## config.mk

```make
export PLATFORM = sky130hd
export DESIGN_NAME = seg7_time_scan
export DESIGN_NICKNAME = d
export VERILOG_FILES = /design/src/rtl/seg7_time_scan.sv
export SDC_FILE = /design/constraint.sdc
export NUM_CORES = 1
export LEC_CHECK = 0
export CELL_PAD_IN_SITES_DETAIL_PLACEMENT = 1
export CELL_PAD_IN_SITES_GLOBAL_PLACEMENT = 1
export CORE_ASPECT_RATIO = 2
export CORE_UTILIZATION = 45
export CTS_BUF_LIST = sky130_fd_sc_hd__clkbuf_2
export CTS_CLUSTER_SIZE = 20
export DETAILED_ROUTE_END_ITERATION = 8
export PLACE_DENSITY = 0.89
export SETUP_SLACK_MARGIN = 0.1
export SLEW_MARGIN = 10
export SYNTH_ARGS = -nofsm -noshare
export SYNTH_HDL_FRONTEND = slang
export SYNTH_SLANG_ARGS = --single-unit
```

## constraint.sdc

```tcl
create_clock -name Clk -period 5.55 [get_ports Clk]
set_clock_uncertainty 0.05 [all_clocks]
set_input_delay 0.8325 -clock Clk [delete_from_list [all_inputs] [get_ports Clk]]
set_output_delay 0.8325 -clock Clk [all_outputs]
set_load 0.05 [all_outputs]
```

## src/rtl/seg7_time_scan.sv

```systemverilog
// Scans a 4-digit common-anode MM:SS display from a per-frame snapshot of the BCD time.
// Registered outputs follow the digit index and blink phase one Clk later.
module seg7_time_scan #(
    parameter int SCAN_DIV    = 50000,
    parameter int BLINK_TICKS = 125
) (
    input  logic       Clk,
    input  logic       reset,
    input  logic [7:0] min_bcd,
    input  logic [7:0] sec_bcd,
    input  logic       blink_en,
    input  logic       blank_lz,
    output logic [3:0] an,
    output logic [6:0] seg,
    output logic       dp,
    output logic       frame_done
);
    localparam int PW = (SCAN_DIV > 1) ? $clog2(SCAN_DIV) : 1;
    localparam int BW = (BLINK_TICKS > 1) ? $clog2(BLINK_TICKS) : 1;
    localparam logic [PW-1:0] PRESC_LAST = PW'(SCAN_DIV - 1);
    localparam logic [BW-1:0] BLINK_LAST = BW'(BLINK_TICKS - 1);

    logic [PW-1:0] presc;
    logic [1:0]    idx;
    logic [15:0]   snap;
    logic [BW-1:0] bcnt;
    logic          phase_on;
    logic          tick;
    logic          wrap;

    logic [3:0]    nib;
    logic          blank;
    logic [3:0]    an_d;
    logic [6:0]    seg_d;
    logic          dp_d;

    assign tick       = (presc == PRESC_LAST);
    assign wrap       = tick && (idx == 2'd3);
    assign frame_done = wrap;

    always_ff @(posedge Clk or posedge reset) begin
        if (reset) begin
            presc <= '0;
        end else if (tick) begin
            presc <= '0;
        end else begin
            presc <= presc + 1'b1;
        end
    end

    always_ff @(posedge Clk or posedge reset) begin
        if (reset) begin
            idx <= 2'd0;
        end else if (tick) begin
            idx <= idx + 2'd1;
        end
    end

    // Inputs are sampled only at the frame wrap so a scan never mixes two time values.
    always_ff @(posedge Clk or posedge reset) begin
        if (reset) begin
            snap <= 16'h0000;
        end else if (wrap) begin
            snap <= {min_bcd, sec_bcd};
        end
    end

    always_ff @(posedge Clk or posedge reset) begin
        if (reset) begin
            bcnt     <= '0;
            phase_on <= 1'b1;
        end else if (!blink_en) begin
            bcnt     <= '0;
            phase_on <= 1'b1;
        end else if (tick) begin
            if (bcnt == BLINK_LAST) begin
                bcnt     <= '0;
                phase_on <= ~phase_on;
            end else begin
                bcnt <= bcnt + 1'b1;
            end
        end
    end

    function automatic logic [6:0] decode(input logic [3:0] d);
        logic [6:0] s;
        case (d)
            4'd0:    s = 7'b1000000;
            4'd1:    s = 7'b1111001;
            4'd2:    s = 7'b0100100;
            4'd3:    s = 7'b0110000;
            4'd4:    s = 7'b0011001;
            4'd5:    s = 7'b0010010;
            4'd6:    s = 7'b0000010;
            4'd7:    s = 7'b1111000;
            4'd8:    s = 7'b0000000;
            4'd9:    s = 7'b0010000;
            default: s = 7'b0111111;
        endcase
        return s;
    endfunction

    always_comb begin
        nib = snap[3:0];
        case (idx)
            2'd0: nib = snap[3:0];
            2'd1: nib = snap[7:4];
            2'd2: nib = snap[11:8];
            2'd3: nib = snap[15:12];
            default: nib = snap[3:0];
        endcase
    end

    always_comb begin
        blank = (blink_en && !phase_on) ||
                ((idx == 2'd3) && blank_lz && (snap[15:12] == 4'd0));
        an_d  = 4'b1111;
        seg_d = 7'b1111111;
        dp_d  = 1'b1;
        if (!blank) begin
            an_d  = ~(4'b0001 << idx);
            seg_d = decode(nib);
            // Colon sits on the minute-units digit.
            dp_d  = (idx != 2'd2);
        end
    end

    always_ff @(posedge Clk or posedge reset) begin
        if (reset) begin
            an  <= 4'b1111;
            seg <= 7'b1111111;
            dp  <= 1'b1;
        end else begin
            an  <= an_d;
            seg <= seg_d;
            dp  <= dp_d;
        end
    end

endmodule
```

# --- Word-level counts from Yosys, hierarchy flattened ---
# Memory sizes are Yosys's and may differ from the RTL's.
# Cells that the tools add are included.
word_totals:
  input_bits: 20
  romBits: 112
  regBits: 54
  mem_count: 1
memory_table:
  columns: ["memory", "words", "word_bits", "rd", "rd_ports_with_merged_regs", "write_ports", "line_no", "rtl"]
  rows:
  - ["(name not given)", 16, 7, 1, 0, 0, "87", "case (d)"]
op_classes:
  n_bitwise: 2
  shift: 1
  n_reduce_logical: 9
  add_sub_neg: 3
  n_eq_ne: 8
  mux: 11
op_table:
  columns: ["cell", "count"]
  rows:
  - ["$mux W7", 4]
  - ["$add A16 B1 Y16 const B", 1]
  - ["$eq A16 B16 Y1 const B", 1]
  - ["$mux W16", 1]
  - ["$pmux W4 S4", 1]
  - ["$add A7 B1 Y7 const B", 1]
  - ["$eq A7 B7 Y1 const B", 1]
  - ["$eq A2 B2 Y1 const B", 2]
  - ["$logic_and A1 B1 Y1", 4]
  - ["$logic_not A4 Y1", 1]
  - ["$mux W1", 4]
  - ["$mux W4", 1]
  - ["$ne A2 B1 Y1 const B", 2]
  - ["$not A4 Y4", 1]
  - ["$shl A1 B2 Y4 const A", 1]
  - ["$add A2 B1 Y2 const B", 1]
  - ["$eq A2 B1 Y1 const B", 1]
  - ["$logic_not A2 Y1", 1]
  - ["$ne A2 B2 Y1 const B", 1]
  - ["$reduce_and A2 Y1", 1]
  - ["$logic_not A1 Y1", 1]
  - ["$logic_or A1 B1 Y1", 1]
  - ["$not A1 Y1", 1]

# --- Depth between registers and ports, before layout ---
depth:
  depth_word: 5
  depth_mapped: 9

# --- Worst setup path after synthesis ---
# OpenSTA, ideal clock, no wires.
synth_timing:
  path_kind: "reg-to-output"
  startpoint: "register presc[4]"
  endpoint: "output port frame_done"
  arrival_ps: 2740
  path_stages_with_launch: 4
  slack_ps: 1927
  path_cell_list: "dfrtp_1 > or4_4 > or4_2 > nor3_1"
synth_via:
  elab_chain_cells: 2
synth_rtl:
  columns: ["element", "line_no", "rtl"]
  rows:
  - ["start, declared", "23", "logic [PW-1:0] presc;"]
  - ["start signal, assigned", "47", "presc <= presc + 1'b1;"]
  - ["$eq A16 B16 Y1", "37", "assign tick = (presc == PRESC_LAST);"]
  - ["$logic_and A1 B1 Y1", "38", "assign wrap = tick && (idx == 2'd3);"]
  - ["end, declared", "16", "output logic frame_done"]
# No other way between the ends.

# --- Worst setup path in the final report ---
layout_timing:
  startpoint: "register presc[5]"
  endpoint: "output port frame_done"
# Same word-level chain as after synthesis.

==> flow_summary.yaml <==
min_path:
  hp-class: "reg2reg"
power_and_ir_drop:
  power_mw: 0.620
  powerDensity_nw_per_um2: 203
  leakagePower_nw: 1.32
  peakVddDrop_mv: 0.153
logic_synthesis:
  yosysUniqueCellTypes: 48
  synth_top_family_by_area: "simple AND/OR/NAND/NOR gates"
  synth.most_common_cell: "dfrtp_1"
  synth.area.top_cells: "dfrtp_1 (38%), dfstp_2 (12%), mux2_4 (5.6%)"
  yosys.area_share.adder: 0.0515
  ys_seq_elements: 53
  yosysSeqAreaShare: 0.502
  synthXorXnorAreaFrac: 0.0393
  syn_avg_cell_area_um2: 11.3
  synth_top_area_frac: 0.384
  synthTopCellsByCount: "dfrtp_1 (41), nand3_1 (20), inv_1 (16)"
  synth_compound_area_frac: 0.105
  yosys.area.top_type: "dfrtp_1"
  synth_area_um2: 2670
  synthMuxAreaShare: 0.108
  yosys.area_share.simple: 0.147
  syn_nets: 268
  yosys_warnings: 0
  synthArstFlopShare: 1.00
  synth_flop_cell: "dfrtp_1"
  postSynthCellCount: 237
  synth_edf_count: 0
critical_path:
  worstSetupPathType: "reg2out"
  worst_setup_path_start_kind: "flip-flop"
  crit_required_ns: 4.67
  crit_path_end_kind: "primary output"
  critPathMaxFanout: 5
  arrival_ns: 3.22
  cpMaxStageDelayCell: "clkdlybuf4s50_1"
  path_cells: "or4_4 > or4_2 > nor3_1 > clkdlybuf4s50_1"
  rrSetupSlack_ns: 2.67
  slowest_delay_ns: 0.83
clock_network:
  cts_hold_buf: 0
  cts.repair.resized: 0
  clkLatencyLatePin_ns: 0.45
  cts_inserted_buffers: 5
  tritoncts: "built"
  cts_sinks: 53
  post_cts_buffers: 0
  cts.reportedPaths.clkPinSlew_ns: 0.26
  cts_buffer_depth: 2
  clock_tree.root_cell: "clkbuf_2"
  cts_max_level: 2
drt:
  dr.pass1.iters: 4
  wl_met2_um: 3520
  top_layer: "met4"
  routed_wl_um: 6120
  vias: 2000
  drt_iter0_markers: 70
  ant_nets: 0
  met3_length_um: 99
  drt-vias-per-instance: 6.04
  wl_met1_um: 2280
  drc: 0
  wl_per_cell_um: 18.5
sta:
  setup_tns_ns: 0
  slew-limit-headroom: 0.165
  finalCritPeriodShare: 0.739
  finalHoldViolations: 0
  rsz0062_at_grt: "false"
  worst_slew_pin_slew_ns: 1.24
  fin_ws_ns: 1.45
  post-route-min-period_ns: 4.10
  fin_hold_ws_ns: 0.450
  fmax_ghz: 0.244
  slew_viol_final: 0
  finalSetupViolations: 0
placement:
  placed_cells_incl_taps: 322
  place_congestion: 0.800
  portBuffers: 32
  placed_cell_area_um2: 3010
  dp_hpwl_um: 4610
  dp_slack_ns: 1.97
grt:
  grt_pass1_vias: 2093
  antenna_found_initial: 1
  overflow: 0
  grtUsageTotal: 0.207
  grt_pass1_wl_um: 10000
  grt_max_degree: 54
floorplan:
  pin_count: 33
  core_area_um2: 5710
  std_cell_rows: 39
  die_h_um: 111
  die_area_um2: 6270
  dieWidth_um: 56.5
  initial_utilization: 0.468
cells_and_area:
  fin_area_um2: 3050
  drive_above_1_share: 0.164
  final_util: 0.535
  area_growth_syn_to_layout_pct: 14.2
  fin_cells: 331
  nets: 299
run_status:
  outcome: "finished clean"
run:
  maxCapViolCount: 0
sequential cells by signal, summed over array words and instances, names as in the netlist:
| name | cells |
|---|---|
| seg | 7 |
| dp | 1 |
| phase_on | 1 |
| bcnt | 7 |
| idx | 2 |
| snap | 16 |
| an | 3 |
| presc | 16 |
cell type report:
class | count | area [um2]
Fill cell | 635 | 2660
Timing Repair Buffer | 33 | 328
Multi-Input combinational cell | 159 | 1210
Antenna cell | 1 | 2.50
Clock buffer | 5 | 25.0
Sequential cell | 53 | 1340
Inverter | 16 | 60.1
Clock inverter | 3 | 12.5
Tap cell | 61 | 76.3
layer usage:
layer	GRT usage	up-vias
met5	0	-
li1	-	926
met1	0.217	1026
met4	0.120	0
met2	0.382	36
met3	0.0187	12
where the power goes:
part           leakage, nW  internal (mW)  switching, mW
combinational        0.650         0.0307         0.0382
sequential           0.647          0.400        0.00532
clock               0.0278         0.0276          0.118
cell families (layout without fill, tap and decap cells):
logic type               after synthesis  after routing
AND/OR/NAND/NOR                       72             72
flip-flops                            53             53
AO/OA/AOI/OAI                         41             41
buffers and inverters                 25             57
multiplexers                          23             23
XOR/XNOR                              12             12
adder cells (fa/ha/maj)               11             11
other                                  0              1
final timing paths:
path | cells past startpoint | startpoint | end
max in group asynchronous | 2 | reset | bcnt[3]
worst min register to register | 1 | presc[15] | presc[15]
min in group asynchronous | 2 | reset | presc[11]
worst max register to register | 4 | presc[5] | bcnt[2]
worst min-delay path | 1 | presc[15] | presc[15]
worst max-delay path | 4 | presc[5] | frame_done
critical path, delay by kind of cell, from the launching register on:
family        cells  cell delay, ns
buf+inv           1            0.83
flops             1            0.50
simple gates      3            1.46
layout by cell type (no fill, tap or decap), drive strengths merged, types with 2 or more instances in the layout:
master / count
mux2i: 6
nor3: 7
o21a: 2
o21ai: 14
or3: 2
xnor2: 5
a32o: 2
dfstp: 12
nand3: 20
nor4: 3
and3: 3
clkinv: 3
dfrtp: 41
or4: 4
xor2: 7
a211oi: 3
ha: 11
inv: 16
clkbuf: 5
a222oi: 4
clkdlybuf4s50: 32
mux2: 17
nand4: 6
nor2: 10
nand2: 11
a31oi: 2
a21oi: 5
Power figures use the tool's default switching activity.
